===== config.mk =====
export PLATFORM = sky130hd
export DESIGN_NAME = uart_rx_char
export DESIGN_NICKNAME = d
export VERILOG_FILES = /design/src/rtl/uart_pkg.sv /design/src/rtl/baud_tick_gen.sv /design/src/rtl/uart_rx_char.sv
export SDC_FILE = /design/constraint.sdc
export NUM_CORES = 1
export LEC_CHECK = 0
export BUFFER_PORTS_ARGS = -buffer_cell sky130_fd_sc_hd__clkbuf_2
export CORE_AREA = 2 2 81 63
export CTS_CLUSTER_DIAMETER = 50
export DETAILED_ROUTE_END_ITERATION = 8
export DIE_AREA = 0 0 83 65
export GPL_ROUTABILITY_DRIVEN = 0
export MAX_ROUTING_LAYER = met4
export PLACE_DENSITY = 0.63
export SETUP_SLACK_MARGIN = 0.02
export SYNTH_ARGS = -nofsm -noshare
export SYNTH_HDL_FRONTEND = slang
export SYNTH_HIERARCHICAL = 1
export SYNTH_SLANG_ARGS = --single-unit

===== constraint.sdc =====
create_clock -name clk -period 2.6 [get_ports clk]
set_input_delay 0.13 -clock clk [delete_from_list [all_inputs] [get_ports clk]]
set_output_delay 0.13 -clock clk [all_outputs]
set_load 0.005 [all_outputs]

===== src/rtl/uart_pkg.sv =====
// Shared definitions for the UART receive path and the character-grid writer.
package uart_pkg;

    typedef enum logic [1:0] {
        IDLE  = 2'd0,
        START = 2'd1,
        DATA  = 2'd2,
        STOP  = 2'd3
    } uart_state_t;

    localparam int         DATA_BITS = 8;
    localparam logic [7:0] ASCII_LF  = 8'h0A;

endpackage


===== src/rtl/baud_tick_gen.sv =====
// Free-running divider producing a one-cycle tick every DIV clocks.
// A synchronous clear restarts the count so the tick phase follows the caller.
module baud_tick_gen #(
    parameter int DIV = 651
) (
    input  logic clk,
    input  logic reset,
    input  logic clr,
    output logic tick
);

    localparam int            CW   = (DIV > 1) ? $clog2(DIV) : 1;
    localparam logic [CW-1:0] LAST = CW'(DIV - 1);

    logic [CW-1:0] cnt_q, cnt_d;

    // Next count: wrap at DIV-1, or restart when cleared.
    always_comb begin
        cnt_d = cnt_q + 1'b1;
        if (clr || (cnt_q == LAST)) begin
            cnt_d = '0;
        end
    end

    // Count register.
    always_ff @(posedge clk) begin
        if (reset) begin
            cnt_q <= '0;
        end else begin
            cnt_q <= cnt_d;
        end
    end

    // A clear cycle never produces a tick, so the first tick after a clear is DIV clocks later.
    assign tick = (cnt_q == LAST) && !clr;

endmodule


===== src/rtl/uart_rx_char.sv =====
// 8N1 UART receiver: oversampled start-edge detection, mid-bit sampling,
// one-cycle strobes for a good byte (en) or a low stop bit (frame_err).
module uart_rx_char
    import uart_pkg::*;
#(
    parameter int CLK_HZ     = 100_000_000,
    parameter int BAUD       = 9600,
    parameter int OVERSAMPLE = 16
) (
    input  logic       clk,
    input  logic       reset,
    input  logic       rx,
    output logic [7:0] data,
    output logic       en,
    output logic       frame_err,
    output logic       busy
);

    localparam int TICK_DIV = CLK_HZ / (BAUD * OVERSAMPLE);
    localparam int SAMPLE_W = $clog2(OVERSAMPLE);

    localparam logic [SAMPLE_W-1:0] HALF_LAST = SAMPLE_W'(OVERSAMPLE / 2 - 1);
    localparam logic [SAMPLE_W-1:0] FULL_LAST = SAMPLE_W'(OVERSAMPLE - 1);
    localparam logic [2:0]          LAST_IDX  = 3'(DATA_BITS - 1);

    // Realised bit period versus the ideal one must agree to within 2%.
    localparam longint REAL_PERIOD_X_BAUD = longint'(TICK_DIV) * OVERSAMPLE * BAUD;
    localparam longint PERIOD_DIFF        = (REAL_PERIOD_X_BAUD > longint'(CLK_HZ))
                                          ? REAL_PERIOD_X_BAUD - longint'(CLK_HZ)
                                          : longint'(CLK_HZ) - REAL_PERIOD_X_BAUD;
    localparam bit     BAUD_RATE_OK       = (TICK_DIV >= 1) && (PERIOD_DIFF * 50 <= longint'(CLK_HZ));
    localparam bit     OVERSAMPLE_OK      = (OVERSAMPLE >= 8) && (OVERSAMPLE % 2 == 0);

    logic [1:0]          sync_q;
    logic                rx_s;
    logic                rx_prev_q;
    uart_state_t         state_q, state_d;
    logic [SAMPLE_W-1:0] sample_q, sample_d;
    logic [2:0]          idx_q, idx_d;
    logic [7:0]          shift_q, shift_d;
    logic [7:0]          data_q, data_d;
    logic                en_q, en_d;
    logic                ferr_q, ferr_d;
    logic                busy_q;
    logic                tick;
    logic                tick_clr;

    baud_tick_gen #(
        .DIV (TICK_DIV)
    ) u_tick (
        .clk   (clk),
        .reset (reset),
        .clr   (tick_clr),
        .tick  (tick)
    );

    assign rx_s = sync_q[1];

    // Two-flop synchronizer plus one delayed copy for falling-edge detection; idle line is high.
    always_ff @(posedge clk) begin
        if (reset) begin
            sync_q    <= 2'b11;
            rx_prev_q <= 1'b1;
        end else begin
            sync_q    <= {sync_q[0], rx};
            rx_prev_q <= rx_s;
        end
    end

    // Receive FSM next-state, datapath and strobe logic.
    always_comb begin
        state_d  = state_q;
        sample_d = sample_q;
        idx_d    = idx_q;
        shift_d  = shift_q;
        data_d   = data_q;
        en_d     = 1'b0;
        ferr_d   = 1'b0;
        tick_clr = 1'b0;
        unique case (state_q)
            IDLE: begin
                // Needs a real high-to-low transition, so a held-low line cannot retrigger.
                if (rx_prev_q && !rx_s) begin
                    state_d  = START;
                    sample_d = '0;
                    tick_clr = 1'b1;
                end
            end
            START: begin
                if (tick) begin
                    if (sample_q == HALF_LAST) begin
                        if (!rx_s) begin
                            state_d  = DATA;
                            sample_d = '0;
                            idx_d    = '0;
                        end else begin
                            state_d = IDLE;
                        end
                    end else begin
                        sample_d = sample_q + 1'b1;
                    end
                end
            end
            DATA: begin
                if (tick) begin
                    if (sample_q == FULL_LAST) begin
                        sample_d       = '0;
                        shift_d[idx_q] = rx_s;
                        idx_d          = idx_q + 1'b1;
                        if (idx_q == LAST_IDX) begin
                            state_d = STOP;
                        end
                    end else begin
                        sample_d = sample_q + 1'b1;
                    end
                end
            end
            STOP: begin
                if (tick) begin
                    if (sample_q == FULL_LAST) begin
                        if (rx_s) begin
                            data_d = shift_q;
                            en_d   = 1'b1;
                        end else begin
                            ferr_d = 1'b1;
                        end
                        state_d = IDLE;
                    end else begin
                        sample_d = sample_q + 1'b1;
                    end
                end
            end
            default: state_d = IDLE;
        endcase
    end

    // State and output registers; busy tracks the next state so it drops with the en strobe.
    always_ff @(posedge clk) begin
        if (reset) begin
            state_q  <= IDLE;
            sample_q <= '0;
            idx_q    <= '0;
            shift_q  <= '0;
            data_q   <= '0;
            en_q     <= 1'b0;
            ferr_q   <= 1'b0;
            busy_q   <= 1'b0;
        end else begin
            state_q  <= state_d;
            sample_q <= sample_d;
            idx_q    <= idx_d;
            shift_q  <= shift_d;
            data_q   <= data_d;
            en_q     <= en_d;
            ferr_q   <= ferr_d;
            busy_q   <= (state_d != IDLE);
        end
    end

    // Simulation-time sanity check of the derived divider and oversample ratio.
    always_ff @(posedge clk) begin
        if (reset) begin
            assert (BAUD_RATE_OK && OVERSAMPLE_OK)
                else $error("uart_rx_char: divider gives more than 2%% baud error or bad OVERSAMPLE");
        end
    end

    assign data      = data_q;
    assign en        = en_q;
    assign frame_err = ferr_q;
    assign busy      = busy_q;

endmodule

Yosys cells after proc, flatten, opt, wreduce, memory -nomap -nowiden
Index checks and enable logic that the tools add are counted.

Register bits: 41. Input bits: 3. Output and inout port bits: 11. Word-level logic and storage cells: 82.

Add/subtract/negate cells: 3. $lt $le $gt $ge: 2. Equal/unequal tests: 16. Mux-type cells: 32. Bitwise logic cells: 3. Reductions and logical operators: 15.

Operators with widths (number): 2-to-1 mux 4 bit (8); 2-to-1 mux 2 bit (9); inequality test 2 bit, second input constant (8); case mux 4 bit (4 select lines) (1); 2-to-1 mux 3 bit (5); AND reduction 6 bit (2); adder 10 x 1 -> 10 bit, second input constant (1); == test 10 bit, second input constant (1); bitwise mux 8 bit (1); case mux 2 bit (4 select lines) (1); case mux 3 bit (2 select lines) (1); 2-to-1 mux 1 bit (5); adder 4 x 1 -> 4 bit, second input constant (1); == test 2 bit, second input constant (2); == test 4 x 3 -> 1 bit, second input constant (1); == test 4 bit, second input constant (1); less-than comparator 3 x 4 -> 1 bit, second input constant (1); AND reduction 4 bit (1); nonzero test 2 bit (2); OR reduction 4 bit (1); adder 3 x 1 -> 3 bit, second input constant (1); demux 1 bit (select 3 bit) (1); == test 3 bit, second input constant (1); >= comparator 3 x 1 -> 1 bit, second input constant (1); other kinds (9) (14).

Longest topological paths before layout
Gate-level depths: netlist of the first run.

Word-level depth: 9. Depth in mapped cells: 9. Mapped depth without buffers: 8.

Modules after synthesis
Netlist of the first run, hierarchy kept.

By module, submodules not included: uart_rx_char (times used 1, cells an instance 155, area each 1427.6 um2, sequential area each 620.6 um2); baud_tick_gen (times used 1, cells an instance 51, area each 494.2 um2, sequential area each 200.2 um2).

Worst setup path before layout of the first run
Ideal clock, no wire load.

Kind: register to register. Start point: reg u_tick.cnt_q[2]. End point: reg data_q[0] (netlist: data[0]). Setup time: 0.128 ns. Data arrival time: 2.340 ns. Path slack: 0.132 ns. Stages on the path, launching flop included: 8. Buffers on the path: 1. Period minus slack after synthesis: 2.468 ns. Path through: dfxtp_1 or4b_4 nor4_1 nand4_2 or3_1 buf_6 mux2i_1 nor2_1.

Longest elaborated chain between the ends: 3.

RTL lines: from (decl) (RTL line baud_tick_gen.sv:15) `logic [CW-1:0] cnt_q, cnt_d;`; from (signal assigned) (RTL line baud_tick_gen.sv:30) `cnt_q <= cnt_d;`; == test 10 bit (RTL line baud_tick_gen.sv:35) `assign tick = (cnt_q == LAST) && !clr;`; logical AND 1 bit (RTL line baud_tick_gen.sv:35); via tick (RTL line uart_rx_char.sv:45) `logic tick;`; AND reduction 4 bit (no line); to (signal assigned) (RTL line uart_rx_char.sv:153) `data_q <= data_d;`; to (decl) (RTL line uart_rx_char.sv:41) `logic [7:0] data_q, data_d;`.

The timed path passes the listed nets, and every way through them passes these cells. A chain may end at the register's enable or synchronous reset.

Worst setup path after layout of the first run
Start point: reg u_tick.cnt_q[2]. End point: reg data_q[5] (netlist: data[5]).

Same word-level chain as after synthesis.

==> results of run 1 <==
[synth_stat cells (3+ instances only)]
cell type   n  area [sq um]
xnor2_1     3          26.3
ha_1        5          62.6
nor2_1     26          97.6
o21ai_0    10          50.1
mux2i_1    16           160
nand4b_1    3          26.3
nand4_1     5          31.3
clkbuf_1    7          26.3
or2_2       4          25.0
nor3_1      8          40.0
or3_1       3          18.8
a21oi_1     7          35.0
nand3_1     7          35.0
dfxtp_1    41           821
nor4b_1     3          26.3
nor2b_1     3          18.8
a211oi_1    5          37.5
nand2_1     7          26.3
buf_2       3          15.0
inv_1       6          22.5
[power by group]
group	leakage (nW)	internal (W)	switching (W)
Clock	0.0543	0.000287	0.000226
Sequential	0.332	0.000635	0.00000745
Combinational	0.523	0.0000157	0.0000262
[area by class of cell]
class                   instances  area (sq um)
inverters                       6          22.5
fillers                       451          2550
repair buffers                 18           103
clock buffers                   5          68.8
multi-input cells             147          1020
clock inverters                 3          46.3
flip-flops and latches         41           821
well taps                      60          75.1
[flip-flops by register name, summed over array words and instances (netlist names), 2 cells and up]
name	flops
data	8
idx_q	3
sample_q	4
shift_q	8
state_q	2
sync_q	2
u_tick/cnt_q	10
[layer usage]
layer  global-route usage, %  wire length (um)  vias to the layer above
met5                       -                 0                        -
met4                    4.92                36                        0
met3                    3.82               113                        6
met2                    18.0              1360                       16
met1                    20.5              1970                      671
li1                        -                 -                      774
[logic make-up after synthesis]
group | after synthesis
buffers and inverters | 18
XOR/XNOR | 4
flip-flops | 41
adder cells (fa/ha/maj) | 5
AO/OA/AOI/OAI | 33
multiplexers | 16
AND/OR/NAND/NOR | 89
[cell usage in the layout (no fill, tap or decap), types with 2 or more instances in the layout]
cell / instances
nor2b_1: 3
or3_1: 2
o21ai_0: 10
xnor2_1: 3
mux2i_1: 16
inv_1: 6
nand4_2: 2
or2_2: 4
nor3_1: 8
nor4b_1: 3
nand2_1: 7
buf_4: 5
a21oi_1: 7
nand3_1: 7
a211oi_2: 2
nand4b_1: 3
clkbuf_2: 13
dfxtp_1: 41
o2111ai_1: 2
nand4_1: 5
ha_1: 5
or3_2: 2
nand2b_1: 2
clkbuf_8: 5
nor2_1: 26
a211oi_1: 5
[worst max path at each step]
| stage | cells past startpoint | to | start | slack, ns |
|---|---|---|---|---|
| after global placement | 6 | data[6]$_SDFFE_PP0P_ | u_tick/cnt_q[2]$_SDFF_PP0_ | 0.14 |
| after CTS | 6 | data[2]$_SDFFE_PP0P_ | u_tick/cnt_q[2]$_SDFF_PP0_ | 0.06 |
| after floorplan | 7 | data[0]$_SDFFE_PP0P_ | u_tick/cnt_q[2]$_SDFF_PP0_ | 0.13 |
| after global routing | 6 | data[1]$_SDFFE_PP0P_ | u_tick/cnt_q[4]$_SDFF_PP0_ | 0.11 |
| after detailed placement | 6 | data[6]$_SDFFE_PP0P_ | u_tick/cnt_q[2]$_SDFF_PP0_ | 0.08 |
| final | 6 | data[5]$_SDFFE_PP0P_ | u_tick/cnt_q[2]$_SDFF_PP0_ | 0.24 |
[per-stage QoR]
stage / total power [W] / utilization (%) / instance area [sq um] / hold WS, ns
final: 0.00120 / 45.9 / 2160 / 0.0110
after global routing: 0.00124 / 45.9 / 2160 / 0.0116
after CTS: 0.00122 / 45.8 / 2150 / 0.00400
after detailed placement: 0.000700 / 43.3 / 2040 / 0.318
after global placement: 0.000699 / 43.3 / 2040 / 0.314
after floorplan: 0.000689 / - / 1920 / 0.234
[what timing repair did]
action                     CTS  global route
hold buffers                 0             0
setup endpoints to repair    0             8
resized for setup            0             1
==> flow_summary_export.csv, run 1 <==
group,metric,value,unit
floorplanning,core-area,4710,sq um
clocking,root_buffer,"clkbuf_8",
yosys,synth_top_flop_cell,"dfxtp_1",
placement,portBuffers,13,
placement,dp.cells,272,
drt,first_pass_iters,4,
clocking,cts_sinks,41,
clocking,clk_path_buf_depth,2,
yosys,postSynthNetCount,214,
yosys,syn-instance-count,206,
drt,route.detailed.drc,0,
layout,syn_to_final_growth,12.4,%
layout,num_antenna_cells,0,
clocking,cts_tree,"built",
setup_path,r2r-start,"u_tick/cnt_q[2]$_SDFF_PP0_",
min_path,min_path_cells,2,
min_path,hp-class,"in -> reg",
run,maxCapViolCount,0,
run_status,outcome,"finished, final reports clean",
drt,postRouteAntennaNets,0,
global_route,grt.overflow.total,0,
floorplanning,ios,14,
layout,fin_cells,280,
setup_path,path_buf_inv,0,
global_route,grt_max_degree,32,
yosys,synth-xor-area-share,1.82,%
clocking,h-tree-depth,2,
floorplanning,die_height,65,um
sta,finalMaxSlewViolations,0,
sta,worst_slack,0.238,ns
sta,period_share,90.9,%
yosys,synth_warnings,6,
yosys,yosysSeqAreaShare,42.7,%
setup_path,cpMaxStageDelayCell,"or4b_4",
yosys,synthMuxAreaShare,8.33,%
setup_path,path_cells,"or4b_4 > nor4_1 > nand4_2 > or3_4 > mux2i_1 > nor2_1",
clocking,post_cts_buffers,0,
sta,slew_headroom,59.0,%
setup_path,critPathMaxStageDelay,0.55,ns
drt,wl_per_cell,12.4,um
yosys,synth_edf_count,0,
yosys,async_flop_share,0,%
placement,post-place-ws,0.0789,ns
drt,vias,1467,
setup_path,required,2.76,ns
min_path,hold_end,"sync_q[0]$_SDFF_PP1_",
placement,dpl.hpwl,2370,um
pwr,p_leak,0.909,nW
yosys,synthDistinctLibCells,49,
min_path,hp-start,"rx",
setup_path,crit_fanout,9,
yosys,synth.avg_cell_area,9.33,sq um
global_route,grt_pass1_wl,5910,um
setup_path,rr_endpoint,"data[5]$_SDFFE_PP0P_",
setup_path,critPathArrivalTime,2.52,ns
sta,period_needed,2.36,ns
yosys,synth_top_family_by_area,"simple AND/OR/NAND/NOR gates",
floorplanning,die_area,5400,sq um
yosys,syn_area,1920,sq um
sta,worstMarginPinSlew,0.615,ns
yosys,synth-seq-cells,41,
layout,drive_above_1_share,20.5,%
setup_path,worstSetupStartpointType,"register",
sta,rsz0062_at_grt,"no",
pwr,vdd_drop_max,364,uV
drt,viasPerCell,5.24,
setup_path,critical_path_class,"reg -> reg",
yosys,synth_fa_ha_area_share,3.26,%
sta,fin_setup_tns,0,ns
sta,finalClockSkew,0.00504,ns
floorplanning,dieWidth,83,um
global_route,grtUsageTotal,14.0,%
setup_path,rrSetupSlack,0.24,ns
setup_path,critPathTopFamily,"simple AND/OR/NAND/NOR gates",
drt,drt_iter0_markers,68,
drt,drt_wl_total,3480,um
floorplanning,start_util,40.8,%
setup_path,critPathCaptureType,"register",
clocking,insertion_delay,0.29,ns
floorplanning,rows,22,
sta,final-hold-violation-count,0,
global_route,grt_pass1_vias,1256,
sta,clock.fmax,423,MHz
sta,finalSetupViolCount,0,
global_route,antenna_found_initial,0,
setup_path,reg2reg_depth,6,
pwr,power_density,555,nW/um^2
yosys,synth_compound_area_share,11.3,%
clocking,cts-buffers-inserted,5,
layout,fin_nets,227,
yosys,yosys.area_share.simple,28.3,%
clocking,path_clk_slew,0.08,ns
Note: power is estimated with default switching activity, not from simulation.
==> inputs of run 2 (changes only) <==
--- a/config.mk
+++ b/config.mk
@@ -6,13 +6,13 @@
 export NUM_CORES = 1
 export LEC_CHECK = 0
 export BUFFER_PORTS_ARGS = -buffer_cell sky130_fd_sc_hd__clkbuf_2
-export CORE_AREA = 2 2 81 63
+export CORE_AREA = 3 3 91 72
 export CTS_CLUSTER_DIAMETER = 50
 export DETAILED_ROUTE_END_ITERATION = 8
-export DIE_AREA = 0 0 83 65
+export DIE_AREA = 0 0 94 75
 export GPL_ROUTABILITY_DRIVEN = 0
 export MAX_ROUTING_LAYER = met4
-export PLACE_DENSITY = 0.63
+export PLACE_DENSITY = 0.53
 export SETUP_SLACK_MARGIN = 0.02
 export SYNTH_ARGS = -nofsm -noshare
 export SYNTH_HDL_FRONTEND = slang
==> run 2 against run 1 <==
Against the previous run:
- combinational power about the same
- sequential share of layout area fell by 0.41 points
- wire length rose by 8.4%
- first-iteration DRC count up 13%
- register-to-register slack about the same
- power up 1.4%
- maximum frequency grew 0.27%
- non-clock buffer count is the same
- final area rose by 1.1%
- largest power group unchanged
==> flow_summary_export.csv, run 2 (same netlist as run 1, synthesis figures left out) <==
group,metric,value,unit
run_status,outcome,"finished, final reports clean",
global_route,grt_use_met1,18.2,%
sta,rsz0062_at_grt,"no",
global_route,grt_max_degree,32,
placement,dp.cells,290,
placement,portBuffers,13,
setup_path,critPathArrivalTime,2.51,ns
setup_path,reg2reg_depth,6,
drt,route.detailed.drc,0,
drt,vias,1462,
setup_path,critPathMaxStageDelay,0.55,ns
floorplanning,core-area,5710,sq um
setup_path,critPathCaptureType,"register",
layout,layout_commonest_cell,"dfxtp_1",
global_route,use_met3,3.10,%
drt,viasPerCell,4.91,
setup_path,crit_fanout,9,
sta,clock.fmax,424,MHz
layout,fin_nets,227,
clocking,clk_path_buf_depth,2,
clocking,cts-buffers-inserted,5,
sta,fin_setup_tns,0,ns
floorplanning,die_area,7050,sq um
setup_path,path_buf_inv,0,
layout,num_antenna_cells,0,
setup_path,rrSetupSlack,0.24,ns
layout,largest-register,"u_tick/cnt_q",
global_route,grt_pass1_vias,1255,
min_path,hold_end,"sync_q[0]$_SDFF_PP1_",
setup_path,path_cells,"or4b_4 > nor4_1 > nand4_2 > or3_4 > mux2i_1 > nor2_1",
sta,worst_slack,0.244,ns
global_route,antenna_found_initial,0,
setup_path,worstSetupStartpointType,"register",
sta,final-hold-violation-count,0,
layout,drive_above_1_share,20.0,%
clocking,cts_tree,"built",
layout,largest_register_ffs,10,
pwr,p_leak,0.913,nW
floorplanning,dieWidth,94,um
setup_path,cpMaxStageDelayCell,"or4b_4",
layout,syn_to_final_growth,13.6,%
clocking,insertion_delay,0.29,ns
min_path,hp-class,"in -> reg",
sta,period_needed,2.36,ns
floorplanning,start_util,33.7,%
clocking,cts_resized,1,
clocking,postCtsHoldBufs,0,
layout,fin_cells,298,
setup_path,rr_endpoint,"data[2]$_SDFFE_PP0P_",
sta,finalSetupViolCount,0,
setup_path,required,2.75,ns
setup_path,r2r-start,"u_tick/cnt_q[2]$_SDFF_PP0_",
drt,wl_per_cell,12.7,um
sta,slew_headroom,58.3,%
clocking,h-tree-depth,2,
sta,finalClockSkew,0.00652,ns
global_route,use_met2,14.2,%
drt,postRouteAntennaNets,0,
placement,dpl.hpwl,2550,um
global_route,grtUsageTotal,12.0,%
setup_path,critPathTopFamily,"simple AND/OR/NAND/NOR gates",
global_route,grt_pass1_wl,6330,um
setup_path,critical_path_class,"reg -> reg",
drt,drt_wl_total,3770,um
layout,mostFrequentLayoutCells,"dfxtp_1 (41), nor2_1 (26), mux2i_1 (16)",
floorplanning,die_height,75,um
clocking,root_buffer,"clkbuf_8",
min_path,min_path_cells,2,
sta,finalMaxSlewViolations,0,
floorplanning,rows,24,
clocking,post_cts_buffers,0,
floorplanning,ios,14,
pwr,power_density,556,nW/um^2
setup_path,worstSetupPathDepth,6,
global_route,busiest_layer,"met1",
sta,period_share,90.6,%
clocking,path_clk_slew,0.08,ns
run,maxCapViolCount,0,
drt,drt_iter0_markers,77,
clocking,cts_sinks,41,
placement,post-place-ws,0.0441,ns
min_path,hp-start,"rx",
layout,post-route-util,38.3,%
sta,worstMarginPinSlew,0.626,ns
global_route,grt.overflow.total,0,
drt,first_pass_iters,4,
pwr,vdd_drop_max,207,uV
[run 2: layout make-up]
cell class	instances	area, sq um
fill	608	3520
multi-input combinational	147	1020
sequential	41	821
timing repair buffer	18	103
tap	78	97.6
clock buffer	7	86.3
clock inverter	1	30.0
inverter	6	22.5
[run 2: worst register-to-register path: cells and delay by family (launching register included)]
family        cells  cell delay (ns)
flops             1             0.37
simple gates      5             1.67
mux               1             0.18
[run 2: how the worst max path moves through the flow]
stage | slack, ns | start | to
after floorplan | 0.13 | u_tick/cnt_q[2]$_SDFF_PP0_ | data[0]$_SDFFE_PP0P_
after global placement | 0.1 | u_tick/cnt_q[4]$_SDFF_PP0_ | data[1]$_SDFFE_PP0P_
after detailed placement | 0.04 | u_tick/cnt_q[2]$_SDFF_PP0_ | data[2]$_SDFFE_PP0P_
after CTS | 0.21 | u_tick/cnt_q[2]$_SDFF_PP0_ | data[2]$_SDFFE_PP0P_
after global routing | 0.07 | u_tick/cnt_q[2]$_SDFF_PP0_ | shift_q[2]$_SDFFE_PP0P_
final | 0.24 | u_tick/cnt_q[2]$_SDFF_PP0_ | data[2]$_SDFFE_PP0P_
[run 2: layer usage]
| metal | vias to the layer above | share of wire (%) |
|---|---|---|
| li1 | 768 | - |
| met2 | 22 | 37 |
| met4 | 0 | 1.5 |
| met5 | - | 0 |
| met3 | 5 | 3.7 |
| met1 | 667 | 57 |
[run 2: stage by stage]
step,hold WS (ns),total power [W],instance area [sq um]
after global placement,0.313,0.000700,2060
after global routing,0.00410,0.00127,2180
after floorplan,0.234,0.000689,1920
after CTS,0.00463,0.00123,2180
final,0.0178,0.00121,2180
after detailed placement,0.314,0.000701,2060
[run 2: report_power, final]
group	leakage [nW]	internal (W)	switching [W]
registers	0.332	0.000635	0.00000811
clock network	0.0585	0.000313	0.000217
logic	0.523	0.0000156	0.0000266
